File: src/rtl/i2c_cmd_sequencer.sv
// i2c_cmd_sequencer
// Command front-end for an I2C byte master. Host commands are queued in a small
// FIFO and launched one at a time. Completion is tracked through the master's
// hold line, and each command produces exactly one response (read byte or timeout).
module i2c_cmd_sequencer #(
  parameter int DEPTH   = 4,
  parameter int TIMEOUT = 1024
) (
  input  logic                       clk,
  input  logic                       reset,
  input  logic                       cmd_valid,
  output logic                       cmd_ready,
  input  logic [6:0]                 cmd_addr,
  input  logic                       cmd_rw,
  input  logic [7:0]                 cmd_wdata,
  output logic                       rsp_valid,
  input  logic                       rsp_ready,
  output logic [7:0]                 rsp_data,
  output logic                       rsp_err,
  output logic                       m_start,
  output logic [6:0]                 m_address,
  output logic                       m_rw,
  output logic [7:0]                 m_idata,
  input  logic                       m_hold,
  input  logic [7:0]                 m_odata,
  output logic                       busy,
  output logic [$clog2(DEPTH+1)-1:0] fifo_count
);

  localparam int PW = $clog2(DEPTH);
  localparam int CW = $clog2(DEPTH + 1);
  localparam int TW = $clog2(TIMEOUT);
  localparam logic [CW-1:0] FULL_CNT = CW'(DEPTH);
  localparam logic [TW-1:0] TMR_LAST = TW'(TIMEOUT - 1);
  localparam logic [TW-1:0] TMR_MAX  = {TW{1'b1}};

  typedef enum logic [2:0] {
    ST_IDLE      = 3'd0,
    ST_LAUNCH    = 3'd1,
    ST_WAIT_BUSY = 3'd2,
    ST_ACTIVE    = 3'd3,
    ST_RESP      = 3'd4
  } state_e;

  state_e          state_q, state_d;
  logic [15:0]     fifo_mem_q [DEPTH];
  logic [PW-1:0]   wr_ptr_q, wr_ptr_d;
  logic [PW-1:0]   rd_ptr_q, rd_ptr_d;
  logic [CW-1:0]   count_q, count_d;
  logic [TW-1:0]   tmr_q, tmr_d;
  logic            cmd_ready_q;
  logic            m_start_q;
  logic [6:0]      m_address_q;
  logic            m_rw_q;
  logic [7:0]      m_idata_q;
  logic            busy_q;
  logic            rsp_valid_q;
  logic [7:0]      rsp_data_q, rsp_data_d;
  logic            rsp_err_q, rsp_err_d;
  logic            push_s;
  logic            pop_s;
  logic            tmr_clr_s;
  logic [15:0]     head_s;

  // Pushes are gated by the registered ready, so a full FIFO never accepts even on a pop cycle.
  assign push_s = cmd_valid && cmd_ready_q;
  assign head_s = fifo_mem_q[rd_ptr_q];

  // Sequencer next-state: launch, wait for the master to go busy, wait for it to finish, respond.
  always_comb begin
    state_d    = state_q;
    pop_s      = 1'b0;
    tmr_clr_s  = 1'b0;
    rsp_data_d = rsp_data_q;
    rsp_err_d  = rsp_err_q;
    case (state_q)
      ST_IDLE: begin
        // A hold left over from an aborted transaction blocks the next launch.
        if ((count_q != {CW{1'b0}}) && !m_hold) begin
          state_d = ST_LAUNCH;
          pop_s   = 1'b1;
        end else begin
          state_d = ST_IDLE;
        end
      end
      ST_LAUNCH: begin
        state_d   = ST_WAIT_BUSY;
        tmr_clr_s = 1'b1;
      end
      ST_WAIT_BUSY: begin
        if (m_hold) begin
          state_d   = ST_ACTIVE;
          tmr_clr_s = 1'b1;
        end else if (tmr_q == TMR_LAST) begin
          state_d    = ST_RESP;
          rsp_data_d = 8'h00;
          rsp_err_d  = 1'b1;
        end else begin
          state_d = ST_WAIT_BUSY;
        end
      end
      ST_ACTIVE: begin
        if (!m_hold) begin
          state_d    = ST_RESP;
          rsp_data_d = m_rw_q ? m_odata : 8'h00;
          rsp_err_d  = 1'b0;
        end else if (tmr_q == TMR_LAST) begin
          state_d    = ST_RESP;
          rsp_data_d = 8'h00;
          rsp_err_d  = 1'b1;
        end else begin
          state_d = ST_ACTIVE;
        end
      end
      ST_RESP: begin
        if (rsp_ready) begin
          state_d = ST_IDLE;
        end else begin
          state_d = ST_RESP;
        end
      end
      default: begin
        state_d = ST_IDLE;
      end
    endcase
  end

  // FIFO pointer/occupancy and watchdog timer next values.
  always_comb begin
    wr_ptr_d = wr_ptr_q;
    rd_ptr_d = rd_ptr_q;
    count_d  = count_q;
    tmr_d    = tmr_q;
    if (push_s) begin
      wr_ptr_d = wr_ptr_q + PW'(1);
    end else begin
      wr_ptr_d = wr_ptr_q;
    end
    if (pop_s) begin
      rd_ptr_d = rd_ptr_q + PW'(1);
    end else begin
      rd_ptr_d = rd_ptr_q;
    end
    case ({push_s, pop_s})
      2'b10:   count_d = count_q + CW'(1);
      2'b01:   count_d = count_q - CW'(1);
      default: count_d = count_q;
    endcase
    // The timer only runs while waiting on the master and saturates instead of wrapping.
    if (tmr_clr_s) begin
      tmr_d = {TW{1'b0}};
    end else if (((state_q == ST_WAIT_BUSY) || (state_q == ST_ACTIVE)) && (tmr_q != TMR_MAX)) begin
      tmr_d = tmr_q + TW'(1);
    end else begin
      tmr_d = tmr_q;
    end
  end

  // Command storage; written only on an accepted push, so the head slot is never overwritten.
  always_ff @(posedge clk) begin
    if (push_s) begin
      fifo_mem_q[wr_ptr_q] <= {cmd_addr, cmd_rw, cmd_wdata};
    end
  end

  // State, FIFO control, timer and all registered outputs.
  always_ff @(posedge clk or posedge reset) begin
    if (reset) begin
      state_q     <= ST_IDLE;
      wr_ptr_q    <= {PW{1'b0}};
      rd_ptr_q    <= {PW{1'b0}};
      count_q     <= {CW{1'b0}};
      tmr_q       <= {TW{1'b0}};
      cmd_ready_q <= 1'b0;
      m_start_q   <= 1'b0;
      m_address_q <= 7'h00;
      m_rw_q      <= 1'b0;
      m_idata_q   <= 8'h00;
      busy_q      <= 1'b0;
      rsp_valid_q <= 1'b0;
      rsp_data_q  <= 8'h00;
      rsp_err_q   <= 1'b0;
    end else begin
      state_q     <= state_d;
      wr_ptr_q    <= wr_ptr_d;
      rd_ptr_q    <= rd_ptr_d;
      count_q     <= count_d;
      tmr_q       <= tmr_d;
      cmd_ready_q <= (count_d < FULL_CNT);
      m_start_q   <= (state_d == ST_LAUNCH);
      busy_q      <= (state_d != ST_IDLE);
      rsp_valid_q <= (state_d == ST_RESP);
      rsp_data_q  <= rsp_data_d;
      rsp_err_q   <= rsp_err_d;
      // Master-side command fields change only on a pop and stay put until the next one.
      if (pop_s) begin
        m_address_q <= head_s[15:9];
        m_rw_q      <= head_s[8];
        m_idata_q   <= head_s[7:0];
      end else begin
        m_address_q <= m_address_q;
        m_rw_q      <= m_rw_q;
        m_idata_q   <= m_idata_q;
      end
    end
  end

  assign cmd_ready  = cmd_ready_q;
  assign m_start    = m_start_q;
  assign m_address  = m_address_q;
  assign m_rw       = m_rw_q;
  assign m_idata    = m_idata_q;
  assign busy       = busy_q;
  assign rsp_valid  = rsp_valid_q;
  assign rsp_data   = rsp_data_q;
  assign rsp_err    = rsp_err_q;
  assign fifo_count = count_q;

endmodule

File: config.mk
export PLATFORM = sky130hd
export DESIGN_NAME = i2c_cmd_sequencer
export DESIGN_NICKNAME = d
export VERILOG_FILES = /design/src/rtl/i2c_cmd_sequencer.sv
export SDC_FILE = /design/constraint.sdc
export NUM_CORES = 1
export LEC_CHECK = 0
export ABC_AREA = 1
export BUFFER_PORTS_ARGS = -buffer_cell sky130_fd_sc_hd__buf_2
export CORE_ASPECT_RATIO = 1.2
export CORE_UTILIZATION = 25
export DETAILED_ROUTE_END_ITERATION = 8
export GPL_ROUTABILITY_DRIVEN = 0
export HOLD_SLACK_MARGIN = 0.03
export PLACE_DENSITY = 0.53
export SLEW_MARGIN = 20
export SYNTH_ARGS = -nofsm -noshare
export SYNTH_HDL_FRONTEND = slang
export SYNTH_SLANG_ARGS = --single-unit
File: constraint.sdc
create_clock -name clk -period 2.5 [get_ports clk]
set_input_delay 0.25 -clock clk [delete_from_list [all_inputs] [get_ports clk]]
set_output_delay 0.25 -clock clk [all_outputs]
set_load 0.02 [all_outputs]
==> results of run 1 <==
## state kept, by name (all words and copies together), names as in the netlist, 2 cells and up, named ones only
signal	count
fifo_mem_q	64
state_q	3
m_address	7
fifo_count	2
m_idata	8
tmr_q	10
wr_ptr_q	2
rd_ptr_q	2
rsp_data	8
## worst min path at each step
stage                       startpoint  slack (ns)  cells after the start                end
after global placement           reset        0.31                      2       m_address[4]
after global routing       cmd_addr[2]        0.04                      1  fifo_mem_q[2][11]
after CTS                  cmd_addr[5]        0.04                      1  fifo_mem_q[2][14]
after detailed placement         reset        0.32                      2       m_address[4]
after floorplan           cmd_wdata[0]        0.35                      0   fifo_mem_q[0][0]
final                     cmd_wdata[1]        0.06                      1   fifo_mem_q[3][1]
## logic make-up (layout without fill, tap and decap cells)
group                    count (synthesis)  after routing
AO/OA/AOI/OAI                           65             65
XOR/XNOR                                 6              6
adder cells (fa/ha/maj)                  7              7
buffers and inverters                   43            129
flip-flops                             113            113
multiplexers                             1              1
AND/OR/NAND/NOR                        199            199
## power by group
group	leakage [nW]	internal (mW)	switching (mW)
Combinational	0.935	0.725	1.53
Sequential	1.18	2.43	0.257
Clock	0.283	1.52	0.851
## layout make-up
class                      instances  area, um2
clock buffer                      20      456.7
clock inverter                    12      132.6
fill                            1845      12400
inverter                          27      101.3
multi-input combinational        278       1365
sequential                       113       3148
tap                              252      315.3
timing repair buffer              70      390.4
## routing by layer
metal | wire [um] | track usage | up-vias
met5 | 0 | 0 | -
met4 | 133 | 0.04932 | 0
met3 | 476 | 0.03897 | 10
met2 | 5420 | 0.1973 | 74
met1 | 4611 | 0.1394 | 1592
li1 | - | - | 1622
## Yosys cell counts
cell type | count | area (um2)
sky130_fd_sc_hd__o21ai_0 | 39 | 195.2
sky130_fd_sc_hd__inv_1 | 25 | 93.84
sky130_fd_sc_hd__nand2_2 | 4 | 25.02
sky130_fd_sc_hd__buf_6 | 1 | 11.26
sky130_fd_sc_hd__nand2_1 | 45 | 168.9
sky130_fd_sc_hd__a21oi_1 | 5 | 25.02
sky130_fd_sc_hd__xor2_1 | 5 | 43.79
sky130_fd_sc_hd__nand3b_1 | 2 | 15.01
sky130_fd_sc_hd__edfxtp_1 | 64 | 1922
sky130_fd_sc_hd__nand4_1 | 5 | 31.28
sky130_fd_sc_hd__nor2_1 | 104 | 390.4
sky130_fd_sc_hd__a21oi_2 | 1 | 8.760
sky130_fd_sc_hd__xnor2_1 | 1 | 8.760
sky130_fd_sc_hd__a31oi_1 | 16 | 100.1
sky130_fd_sc_hd__o21ai_1 | 2 | 10.01
sky130_fd_sc_hd__o21bai_1 | 2 | 15.01
sky130_fd_sc_hd__clkbuf_2 | 1 | 5.000
sky130_fd_sc_hd__dfrtp_1 | 49 | 1226
sky130_fd_sc_hd__clkinv_1 | 1 | 3.750
sky130_fd_sc_hd__clkbuf_1 | 7 | 26.28
sky130_fd_sc_hd__fa_1 | 1 | 20.02
sky130_fd_sc_hd__inv_2 | 1 | 3.750
sky130_fd_sc_hd__mux2_2 | 1 | 11.26
sky130_fd_sc_hd__nand3_1 | 34 | 170.2
sky130_fd_sc_hd__or2_2 | 1 | 6.260
sky130_fd_sc_hd__nor2_4 | 4 | 45.04
sky130_fd_sc_hd__ha_1 | 6 | 75.07
sky130_fd_sc_hd__buf_2 | 5 | 25.02
sky130_fd_sc_hd__buf_4 | 2 | 15.01
==> tab_implementation.tex, run 1 <==
\begin{tabular}{lr}
\hline
Metric & Value \\
\hline
\multicolumn{2}{l}{\textbf{Floorplanning}} \\
\quad Chip Width & 127.1 um \\
\quad Count of pins on the block boundary & 61 \\
\quad Starting density of the core & 0.2565 \\
\quad Placeable core region & 18310 um2 \\
\quad Std-Cell Rows & 54 \\
\quad Height of the die & 152.2 um \\
\quad Floorplan die area & 19340 um2 \\
\multicolumn{2}{l}{\textbf{Clock tree}} \\
\quad Later-pin clock latency in the skew report & 0.41 ns \\
\quad Clock tree from TritonCTS & built \\
\quad Cells resized by post-CTS repair & 0 \\
\quad Clock tree sinks & 113 \\
\quad CTS clock-pin slew for the worst setup and hold paths & 0.05 ns \\
\quad Buffers from clock root to sink, at most & 2 \\
\quad Hold\_buf cts & 1 \\
\quad Post-CTS setup repair buffer count & 0 \\
\quad Htree depth & 4 \\
\quad CTS Buf Count & 17 \\
\quad Cell chosen for the clock root & sky130\_fd\_sc\_hd\_\_clkbuf\_16 \\
\multicolumn{2}{l}{\textbf{Layout}} \\
\quad Layout cells sized above 1 & 0.2173 \\
\quad Most common library cell in the layout ignoring fill and taps & sky130\_fd\_sc\_hd\_\_nor2\_1 \\
\quad Number of non-filler instances in the completed layout & 772 \\
\quad Fraction of the core area covered by cells at the end of the flow & 0.3227 \\
\quad Synth-to-Final Area Change & 25.81\% \\
\quad Final net count & 543 \\
\quad Number of diodes & 0 \\
\quad Most used cells in the layout excluding fill and tap cells & 104 x sky130\_fd\_sc\_hd\_\_nor2\_1, 64 x sky130\_fd\_sc\_hd\_\_edfxtp\_1, 60 x sky130\_fd\_sc\_hd\_\_buf\_2 \\
\quad Final design area excluding fillers & 5909 um2 \\
\multicolumn{2}{l}{\textbf{Logic synthesis}} \\
\quad Number of warnings printed during yosys synthesis & 0 \\
\quad Post-synthesis cell count & 434 \\
\quad Post-Synthesis Cell Area & 4697 um2 \\
\quad Mux cell area share after synthesis & 0.002397 \\
\quad Share of the yosys chip area belonging to registers & 0.6702 \\
\quad Nets in the synthesized netlist & 470 \\
\quad XOR/XNOR Fraction of Synth Area & 0.01119 \\
\quad Yosys cell types & 29 \\
\quad Share of synthesized cell area in and, or, nand and nor gates & 0.1814 \\
\quad Adder-Cell Fraction of Synth Area & 0.02025 \\
\quad Main combinational cell family by area after synthesis & simple AND/OR/NAND/NOR gates \\
\quad \#FFs+latches synth & 113 \\
\quad Area fraction in compound gates after synthesis & 0.07539 \\
\quad Mean instance size in the synthesized netlist & 10.82 um2 \\
\multicolumn{2}{l}{\textbf{STA}} \\
\quad Fin. Hold Viols & 0 \\
\quad Total of endpoints with negative setup slack in the final report & 0 \\
\quad Max Clk Rate & 503.0 MHz \\
\quad Clock Skew & 0.009054 ns \\
\quad Setup TNS & 0 ns \\
\quad Worst path setup slack after routing & 0.5119 ns \\
\quad Max Slew Vio Count & 0 \\
\quad Worst-Margin Slew & 0.6775 ns \\
\quad Fin crit period & 1.988 ns \\
\quad Normalized max-slew margin & 0.5478 \\
\quad Hold\_ws & 0.05761 ns \\
\quad Share of the clock period used by the worst path after layout & 0.7953 \\
\quad RSZ-0062 raised after global routing & false \\
\multicolumn{2}{l}{\textbf{Worst setup path}} \\
\quad Delay of the slowest cell on the worst path & 0.43 ns \\
\quad Register-to-register path setup slack & 0.51 ns \\
\quad Endpoint of the lowest-slack register-to-register path & cmd\_ready \\
\quad Top Family by Delay on Critical Path & adder cells \\
\quad Largest fanout of any net on the critical path & 4 \\
\quad Classification of the worst setup path & register to register \\
\quad Count of buffering cells on the critical path with inverters included & 1 \\
\quad Register-to-Register Path Depth & 8 \\
\quad Endpoint required time on the critical path & 2.79 ns \\
\quad Max stage delay cell, worst path & sky130\_fd\_sc\_hd\_\_dfrtp\_1 \\
\quad Total number of cells along the worst setup path & 8 \\
\quad Element type at the critical path end & register \\
\quad Series of cell instances along the critical path & nor2\_1, a21oi\_2, ha\_1, fa\_1, a21oi\_1, o21ai\_0, xor2\_1, inv\_1 \\
\quad Data arrival time at the worst-slack endpoint & 2.27 ns \\
\quad Worst Setup SP & fifo\_count[0] \\
\quad Beginning of the worst register-to-register path & fifo\_count[0] \\
\quad Startpoint Class & register \\
\quad Critical path endpoint & cmd\_ready \\
\multicolumn{2}{l}{\textbf{GRT}} \\
\quad GR Overflow Total & 0 \\
\quad Pin count of the biggest net entering global routing & 34 \\
\quad Number of antenna violations at the first check in global routing & 0 \\
\quad Total track usage & 0.1184 \\
\quad Wire length of the first global-routing pass & 17350 um \\
\quad Number of global-route vias before repair & 3418 \\
\multicolumn{2}{l}{\textbf{Route}} \\
\quad Number of vias in the routed layout & 3298 \\
\quad DRC viols & 0 \\
\quad Drt first pass iters & 5 \\
\quad Total Wirelength & 10640 um \\
\quad Violation count after the first detailed-routing iteration & 162 \\
\quad Vias per cell & 4.272 \\
\quad Detailed-route wire length per cell & 13.78 um \\
\quad ANT nets after route & 0 \\
\multicolumn{2}{l}{\textbf{Status}} \\
\quad Outcome & finished, final reports clean \\
\multicolumn{2}{l}{\textbf{Run}} \\
\quad Total of max-cap violations & 0 \\
\multicolumn{2}{l}{\textbf{Power}} \\
\quad Pwr Total & 7.312 mW \\
\quad Cell Pwr Density & 1237 nW/um2 \\
\quad Peak supply drop & 0.4760 mV \\
\quad Leak Pwr & 2.397 nW \\
\multicolumn{2}{l}{\textbf{Placed design}} \\
\quad IO buf count & 60 \\
\quad Dpl cells & 739 \\
\quad Detailed placer's ending HPWL & 6730 um \\
\quad Placed cell area & 5310 um2 \\
\quad Minimum setup slack after placement & 0.4992 ns \\
\multicolumn{2}{l}{\textbf{Worst hold path}} \\
\quad HP Class & input port to register \\
\hline
\end{tabular}
(Power assumes the default switching activity.)
==> run 2: changes to the inputs <==
--- a/config.mk
+++ b/config.mk
@@ -12,7 +12,7 @@
 export DETAILED_ROUTE_END_ITERATION = 8
 export GPL_ROUTABILITY_DRIVEN = 0
 export HOLD_SLACK_MARGIN = 0.03
-export PLACE_DENSITY = 0.53
+export PLACE_DENSITY = 0.54
 export SLEW_MARGIN = 20
 export SYNTH_ARGS = -nofsm -noshare
 export SYNTH_HDL_FRONTEND = slang
==> constraint.sdc (replaced) <==
create_clock -name clk -period 1.6 [get_ports clk]
set_input_delay 0.16 -clock clk [delete_from_list [all_inputs] [get_ports clk]]
set_output_delay 0.16 -clock clk [all_outputs]
set_load 0.02 [all_outputs]
==> run 2 against run 1 <==
The run now ends with setup timing left. Clock power grew 61%. Non-clock buffer count up 62. Global-route usage rose by 0.66 points. Flip-flop and latch count is the same. Wire length increased by 6.1%. Register-to-register slack got worse by 0.68 ns. Cell count grew 8.0%. Combinational power grew 93%. Clock-buffer cell count decreased by 1. Die area unchanged. Cell area up 11%. Fmax increased by 12%. Critical endpoint is now fifo_count[1].
==> tab_implementation.tex, run 2 (same netlist as run 1, synthesis figures left out) <==
\begin{tabular}{lr}
\hline
Metric & Value \\
\hline
\multicolumn{2}{l}{\textbf{STA}} \\
\quad Normalized max-slew margin & 0.7426 (was 0.5478) \\
\quad Worst path setup slack after routing & -0.1688 ns (was 0.5119 ns) \\
\quad Setup TNS & -0.2972 ns (was 0 ns) \\
\quad Max Slew Vio Count & 0 (unchanged) \\
\quad RSZ-0062 raised after global routing & true (was false) \\
\quad Share of the clock period used by the worst path after layout & 1.105 (was 0.7953) \\
\quad Total of endpoints with negative setup slack in the final report & 3 (was 0) \\
\quad Max Clk Rate & 565.4 MHz (was 503.0 MHz) \\
\quad Hold\_ws & 0.08860 ns (was 0.05761 ns) \\
\quad Fin crit period & 1.769 ns (was 1.988 ns) \\
\quad Worst-Margin Slew & 0.3855 ns (was 0.6775 ns) \\
\quad Clock Skew & 0.004756 ns (was 0.009054 ns) \\
\quad Fin. Hold Viols & 0 (unchanged) \\
\multicolumn{2}{l}{\textbf{Status}} \\
\quad Failing checks & setup timing \\
\quad Outcome & complete, but fails checks (was finished, final reports clean) \\
\multicolumn{2}{l}{\textbf{GRT}} \\
\quad Number of antenna violations at the first check in global routing & 0 (unchanged) \\
\quad Number of global-route vias before repair & 3540 (was 3418) \\
\quad GR Overflow Total & 0 (unchanged) \\
\quad Wire length of the first global-routing pass & 18290 um (was 17350 um) \\
\quad Total track usage & 0.1251 (was 0.1184) \\
\quad Pin count of the biggest net entering global routing & 35 (was 34) \\
\multicolumn{2}{l}{\textbf{Floorplanning}} \\
\quad Floorplan die area & 19340 um2 (unchanged) \\
\quad Chip Width & 127.1 um (unchanged) \\
\quad Placeable core region & 18310 um2 (unchanged) \\
\quad Count of pins on the block boundary & 61 (unchanged) \\
\quad Starting density of the core & 0.2565 (unchanged) \\
\quad Std-Cell Rows & 54 (unchanged) \\
\quad Height of the die & 152.2 um (unchanged) \\
\multicolumn{2}{l}{\textbf{Route}} \\
\quad Vias per cell & 4.295 (was 4.272) \\
\quad Total Wirelength & 11290 um (was 10640 um) \\
\quad Drt first pass iters & 4 (was 5) \\
\quad DRC viols & 0 (unchanged) \\
\quad Number of vias in the routed layout & 3582 (was 3298) \\
\quad Detailed-route wire length per cell & 13.54 um (was 13.78 um) \\
\quad ANT nets after route & 0 (unchanged) \\
\quad Violation count after the first detailed-routing iteration & 195 (was 162) \\
\multicolumn{2}{l}{\textbf{Layout}} \\
\quad Number of fill cells & 1812 (was 1845) \\
\quad Number of diodes & 0 (unchanged) \\
\quad Most common library cell in the layout ignoring fill and taps & sky130\_fd\_sc\_hd\_\_nor2\_1 (unchanged) \\
\quad Register area & 3151 um2 (was 3148 um2) \\
\quad Multi-input logic area & 1469 um2 (was 1365 um2) \\
\quad Final net count & 606 (was 543) \\
\quad Register name with the most flops & fifo\_mem\_q (unchanged) \\
\quad Most used cells in the layout excluding fill and tap cells & 98 x sky130\_fd\_sc\_hd\_\_nor2\_1, 64 x sky130\_fd\_sc\_hd\_\_edfxtp\_1, 60 x sky130\_fd\_sc\_hd\_\_buf\_2 (was 104 x sky130\_fd\_sc\_hd\_\_nor2\_1, 64 x sky130\_fd\_sc\_hd\_\_edfxtp\_1, 60 x sky130\_fd\_sc\_hd\_\_buf\_2) \\
\quad Final design area excluding fillers & 6573 um2 (was 5909 um2) \\
\quad Regs by FF count & fifo\_mem\_q (64), tmr\_q (10) (unchanged) \\
\quad Layout cells sized above 1 & 0.2904 (was 0.2173) \\
\quad Max reg flops & 64 (unchanged) \\
\quad Fraction of the core area covered by cells at the end of the flow & 0.3590 (was 0.3227) \\
\quad Number of non-filler instances in the completed layout & 834 (was 772) \\
\quad Synth-to-Final Area Change & 39.93\% (was 25.81\%) \\
\multicolumn{2}{l}{\textbf{Worst setup path}} \\
\quad Total number of cells along the worst setup path & 6 (was 8) \\
\quad Series of cell instances along the critical path & nor2\_2, nand3\_2, a21oi\_4, ha\_4, fa\_2, mux2\_4 (was nor2\_1, a21oi\_2, ha\_1, fa\_1, a21oi\_1, o21ai\_0, xor2\_1, inv\_1) \\
\quad Top Family by Delay on Critical Path & adder cells (unchanged) \\
\quad Startpoint Class & register (unchanged) \\
\quad Delay of the slowest cell on the worst path & 0.42 ns (was 0.43 ns) \\
\quad Register-to-Register Path Depth & 6 (was 8) \\
\quad Data arrival time at the worst-slack endpoint & 2.06 ns (was 2.27 ns) \\
\quad Largest fanout of any net on the critical path & 2 (was 4) \\
\quad Endpoint required time on the critical path & 1.89 ns (was 2.79 ns) \\
\quad Max stage delay cell, worst path & sky130\_fd\_sc\_hd\_\_fa\_2 (was sky130\_fd\_sc\_hd\_\_dfrtp\_1) \\
\quad Classification of the worst setup path & register to register (unchanged) \\
\quad Count of buffering cells on the critical path with inverters included & 0 (was 1) \\
\quad Element type at the critical path end & register (unchanged) \\
\multicolumn{2}{l}{\textbf{Clock tree}} \\
\quad Buffers from clock root to sink, at most & 2 (unchanged) \\
\quad CTS Buf Count & 17 (unchanged) \\
\quad Cell chosen for the clock root & sky130\_fd\_sc\_hd\_\_clkbuf\_16 (unchanged) \\
\quad CTS clock-pin slew for the worst setup and hold paths & 0.05 ns (about the same) \\
\quad Clock tree from TritonCTS & built (unchanged) \\
\quad Clock tree sinks & 113 (unchanged) \\
\quad Later-pin clock latency in the skew report & 0.41 ns (about the same) \\
\quad Htree depth & 4 (unchanged) \\
\multicolumn{2}{l}{\textbf{Placed design}} \\
\quad Dpl cells & 774 (was 739) \\
\quad Detailed placer's ending HPWL & 7574 um (was 6730 um) \\
\quad IO buf count & 60 (unchanged) \\
\quad Minimum setup slack after placement & -0.1768 ns (was 0.4992 ns) \\
\quad Placed cell area & 5625 um2 (was 5310 um2) \\
\multicolumn{2}{l}{\textbf{Worst hold path}} \\
\quad Hold depth & 4 (was 1) \\
\quad HP Class & input port to register (unchanged) \\
\multicolumn{2}{l}{\textbf{Power}} \\
\quad Pint & 8.004 mW (was 4.677 mW) \\
\quad Cell Pwr Density & 1886 nW/um2 (was 1237 nW/um2) \\
\quad Leak Pwr & 2.691 nW (was 2.397 nW) \\
\quad Peak supply drop & 0.9000 mV (was 0.4760 mV) \\
\quad Clock network fraction of design power & 0.308 (was 0.325) \\
\quad Combinational fraction of design power & 0.350 (was 0.308) \\
\quad Net switching power of the design & 4.393 mW (was 2.634 mW) \\
\quad Sequential share of power & 0.342 (was 0.368) \\
\quad Net switching share of the total power & 0.3543 (was 0.3603) \\
\quad Pwr Total & 12.40 mW (was 7.312 mW) \\
\multicolumn{2}{l}{\textbf{Run}} \\
\quad Total of max-cap violations & 0 (unchanged) \\
\hline
\end{tabular}
run 2: final cells by class:
class | count | share of cell area
Clock buffer | 19 | 0.06739
Timing Repair Buffer | 132 | 0.1413
Sequential cell | 113 | 0.4793
Inverter | 27 | 0.01637
Tap cell | 252 | 0.04797
Multi-Input combinational cell | 279 | 0.2235
Clock inverter | 12 | 0.02418
run 2: final timing paths:
| check | slack, ns | from | endpoint |
|---|---|---|---|
| hold / removal | 0.09 | m_hold | m_start |
| setup reg to reg | -0.17 | state_q[1] | fifo_count[1] |
| setup / recovery | -0.17 | state_q[1] | fifo_count[1] |
| max in group asynchronous | 0.79 | reset | tmr_q[9] |
| hold reg to reg | 0.49 | rsp_err | rsp_err |
| min in group asynchronous | 0.28 | reset | rsp_data[4] |
run 2: metal layers:
layer / up-vias / share of wire / global-route usage
li1: 1749 / - / -
met1: 1733 / 0.42 / 0.1424
met2: 84 / 0.52 / 0.2182
met3: 16 / 0.042 / 0.03792
met4: 0 / 0.015 / 0.04819
met5: - / 0 / 0
run 2: timing repair:
action                     4_1_cts  5_1_grt
hold buffers                    25        0
pin swaps                        7        7
hold endpoints to repair        87        0
setup endpoints to repair        5       31
setup buffers                    3        0
cloned                           1        0
resized for setup                3       17
run 2: power by group through the flow:
stage | combinational (mW) | clock, mW | sequential (mW)
final | 4.34 | 3.82 | 4.24
after global routing | 4.85 | 4.04 | 4.34
after CTS | 4.30 | 3.91 | 4.25
after detailed placement | 4.13 | 0 | 4.30
after global placement | 3.99 | 0 | 4.27
after floorplan | 2.18 | 0 | 4.61
run 2: worst min-delay path: cells and delay by family:
kind	cells	cell delay, ns
AOI/OAI and AO/OA	1	0.05
buffers and inverters	2	0.14
and+or+nand+nor	1	0.10
==> run 3: changes to the inputs <==
--- a/config.mk
+++ b/config.mk
@@ -17,3 +17,4 @@
 export SYNTH_ARGS = -nofsm -noshare
 export SYNTH_HDL_FRONTEND = slang
 export SYNTH_SLANG_ARGS = --single-unit
+export TNS_END_PERCENT = 30
==> constraint.sdc (replaced) <==
create_clock -name clk -period 1.6 [get_ports clk]
set_input_delay 0.24 -clock clk [delete_from_list [all_inputs] [get_ports clk]]
set_output_delay 0.24 -clock clk [all_outputs]
set_load 0.02 [all_outputs]
==> run 3 against run 2 <==
The run still ends with setup timing left. Largest power group unchanged. Flip-flop and latch count stayed put. Non-clock buffer count is 13 lower. Largest cell class unchanged. Wire length is 1.0% lower. Core utilization is 0.84 points lower. Combinational power hardly changed. First-iteration DRC count is 19% lower.
==> tab_implementation.tex, run 3 (same netlist as run 1, synthesis figures left out) <==
\begin{tabular}{lr}
\hline
Metric & Value \\
\hline
\multicolumn{2}{l}{\textbf{Status}} \\
\quad Outcome & complete, but fails checks (unchanged) \\
\quad Failing checks & setup timing (unchanged) \\
\multicolumn{2}{l}{\textbf{STA}} \\
\quad Worst-Margin Slew & 0.4382 ns (was 0.3855 ns) \\
\quad Setup TNS & -0.3511 ns (was -0.2972 ns) \\
\quad Clock Skew & 0.007749 ns (was 0.004756 ns) \\
\quad Max Clk Rate & 562.9 MHz (was 565.4 MHz) \\
\quad Fin. Hold Viols & 0 (unchanged) \\
\quad Hold\_ws & 0.05996 ns (was 0.08860 ns) \\
\quad RSZ-0062 raised after global routing & true (unchanged) \\
\quad Total of endpoints with negative setup slack in the final report & 3 (unchanged) \\
\quad Fin crit period & 1.776 ns (was 1.769 ns) \\
\quad Max Slew Vio Count & 0 (unchanged) \\
\quad Share of the clock period used by the worst path after layout & 1.110 (was 1.105) \\
\quad Worst path setup slack after routing & -0.1764 ns (was -0.1688 ns) \\
\quad Normalized max-slew margin & 0.7074 (was 0.7426) \\
\multicolumn{2}{l}{\textbf{Worst hold path}} \\
\quad HP Class & input port to register (unchanged) \\
\quad Hold depth & 3 (was 4) \\
\multicolumn{2}{l}{\textbf{Route}} \\
\quad Vias per cell & 4.291 (was 4.295) \\
\quad ANT nets after route & 0 (unchanged) \\
\quad Violation count after the first detailed-routing iteration & 157 (was 195) \\
\quad Drt first pass iters & 4 (unchanged) \\
\quad Number of vias in the routed layout & 3527 (was 3582) \\
\quad Total Wirelength & 11170 um (was 11290 um) \\
\quad Detailed-route wire length per cell & 13.59 um (was 13.54 um) \\
\quad DRC viols & 0 (unchanged) \\
\multicolumn{2}{l}{\textbf{Clock tree}} \\
\quad CTS Buf Count & 17 (unchanged) \\
\quad Buffers from clock root to sink, at most & 2 (unchanged) \\
\quad Clock tree from TritonCTS & built (unchanged) \\
\quad Htree depth & 4 (unchanged) \\
\quad Cell chosen for the clock root & sky130\_fd\_sc\_hd\_\_clkbuf\_16 (unchanged) \\
\quad Clock tree sinks & 113 (unchanged) \\
\quad CTS clock-pin slew for the worst setup and hold paths & 0.06 ns (was 0.05 ns) \\
\quad Later-pin clock latency in the skew report & 0.41 ns (about the same) \\
\multicolumn{2}{l}{\textbf{Floorplanning}} \\
\quad Std-Cell Rows & 54 (unchanged) \\
\quad Count of pins on the block boundary & 61 (unchanged) \\
\quad Starting density of the core & 0.2565 (unchanged) \\
\quad Floorplan die area & 19340 um2 (unchanged) \\
\quad Placeable core region & 18310 um2 (unchanged) \\
\quad Height of the die & 152.2 um (unchanged) \\
\quad Chip Width & 127.1 um (unchanged) \\
\multicolumn{2}{l}{\textbf{Worst setup path}} \\
\quad Element type at the critical path end & register (unchanged) \\
\quad Data arrival time at the worst-slack endpoint & 2.07 ns (was 2.06 ns) \\
\quad Top Family by Delay on Critical Path & adder cells (unchanged) \\
\quad Endpoint required time on the critical path & 1.89 ns (about the same) \\
\quad Register-to-Register Path Depth & 6 (unchanged) \\
\quad Series of cell instances along the critical path & nor2\_2, nand3\_2, a21oi\_4, ha\_4, fa\_2, mux2\_2 (was nor2\_2, nand3\_2, a21oi\_4, ha\_4, fa\_2, mux2\_4) \\
\quad Classification of the worst setup path & register to register (unchanged) \\
\quad Total number of cells along the worst setup path & 6 (unchanged) \\
\quad Largest fanout of any net on the critical path & 2 (unchanged) \\
\quad Startpoint Class & register (unchanged) \\
\quad Count of buffering cells on the critical path with inverters included & 0 (unchanged) \\
\quad Max stage delay cell, worst path & sky130\_fd\_sc\_hd\_\_fa\_2 (unchanged) \\
\quad Delay of the slowest cell on the worst path & 0.42 ns (about the same) \\
\multicolumn{2}{l}{\textbf{Power}} \\
\quad Leak Pwr & 2.632 nW (was 2.691 nW) \\
\quad Cell Pwr Density & 1895 nW/um2 (was 1886 nW/um2) \\
\quad Peak supply drop & 0.8673 mV (was 0.9000 mV) \\
\quad Pwr Total & 12.16 mW (was 12.40 mW) \\
\multicolumn{2}{l}{\textbf{Layout}} \\
\quad Final net count & 593 (was 606) \\
\quad Layout cells sized above 1 & 0.2895 (was 0.2904) \\
\quad Number of non-filler instances in the completed layout & 822 (was 834) \\
\quad Number of diodes & 0 (unchanged) \\
\quad Register name with the most flops & fifo\_mem\_q (unchanged) \\
\quad Most used cells in the layout excluding fill and tap cells & 99 x sky130\_fd\_sc\_hd\_\_nor2\_1, 64 x sky130\_fd\_sc\_hd\_\_edfxtp\_1, 60 x sky130\_fd\_sc\_hd\_\_buf\_2 (was 98 x sky130\_fd\_sc\_hd\_\_nor2\_1, 64 x sky130\_fd\_sc\_hd\_\_edfxtp\_1, 60 x sky130\_fd\_sc\_hd\_\_buf\_2) \\
\quad Number of fill cells & 1843 (was 1812) \\
\quad Max reg flops & 64 (unchanged) \\
\quad Synth-to-Final Area Change & 36.65\% (was 39.93\%) \\
\quad Most common library cell in the layout ignoring fill and taps & sky130\_fd\_sc\_hd\_\_nor2\_1 (unchanged) \\
\quad Regs by FF count & fifo\_mem\_q (64), tmr\_q (10) (unchanged) \\
\multicolumn{2}{l}{\textbf{GRT}} \\
\quad Total track usage & 0.1226 (was 0.1251) \\
\quad Number of global-route vias before repair & 3510 (was 3540) \\
\quad Number of antenna violations at the first check in global routing & 0 (unchanged) \\
\quad GR Overflow Total & 0 (unchanged) \\
\quad Pin count of the biggest net entering global routing & 34 (was 35) \\
\quad Wire length of the first global-routing pass & 17920 um (was 18290 um) \\
\multicolumn{2}{l}{\textbf{Run}} \\
\quad Total of max-cap violations & 0 (unchanged) \\
\multicolumn{2}{l}{\textbf{Placed design}} \\
\quad Minimum setup slack after placement & -0.1850 ns (was -0.1768 ns) \\
\quad Detailed placer's ending HPWL & 7439 um (was 7574 um) \\
\quad IO buf count & 60 (unchanged) \\
\quad Dpl cells & 772 (was 774) \\
\hline
\end{tabular}
-- run 3: cell types whose count changed in the layout (fill, tap and decap cells not counted), sizes merged --
cell         delta
dlygate4sd3    -12
clkbuf          -2
inv             +6
bufinv          -2
clkinv          +2
clkinvlp        -3
buf             -1
-- run 3: stage by stage --
step,util,instance area (um2)
final,0.3506,6419
after CTS,0.3471,6356
after global routing,0.3506,6419
after detailed placement,0.3071,5623
after floorplan,-,4743
after global placement,0.3071,5623
-- run 3: path summary, 6_finish.rpt --
| check | end | slack (ns) | startpoint |
|---|---|---|---|
| worst max-delay path | fifo_count[1] | -0.18 | state_q[1] |
| worst min-delay path | rsp_data[1] | 0.06 | m_odata[1] |
| worst max register to register | fifo_count[1] | -0.18 | state_q[1] |
| worst min register to register | rsp_err | 0.49 | rsp_err |
| max in group asynchronous | m_idata[0] | 0.67 | reset |
| min in group asynchronous | tmr_q[9] | 0.38 | reset |
-- run 3: area by class of cell --
class	count	area [um2]	share of cell area
Inverter	27	107.6	0.01676
Clock inverter	15	147.6	0.02300
Tap cell	252	315.3	0.04912
Clock buffer	17	425.4	0.06628
Multi-Input combinational cell	279	1446	0.2253
Sequential cell	113	3151	0.4908
Timing Repair Buffer	119	825.8	0.1287
-- run 3: layer usage --
layer  share of wire  GRT usage  wire length (um)  up-vias
met2            0.52     0.2151              5862       75
met4           0.015    0.05499               168        0
met3           0.039    0.03195               441       13
met5               0          0                 0        -
met1            0.42     0.1390              4701     1710
li1                -          -                 -     1729
-- run 3: worst min-delay path: stages --
cell and delay, ns:
sky130_fd_sc_hd__buf_2 0.08, sky130_fd_sc_hd__nand3_1 0.07, sky130_fd_sc_hd__nand2_1 0.06
-- run 3: report_power, final --
group / leakage [nW] / internal [mW] / switching [mW] / total, mW
clock network: 0.276 / 2.18 / 1.45 / 3.62
registers: 1.18 / 3.80 / 0.423 / 4.22
logic: 1.18 / 1.69 / 2.62 / 4.31
-- run 3: repair_timing --
action / in CTS / in global routing
gates resized for setup: 2 / 13
pin swaps: 6 / 1
setup endpoints to repair: 3 / 24
gates cloned: 0 / 1
hold buffers: 13 / 0
endpoints found under the hold margin: 64 / 0
setup buffers: 3 / 1
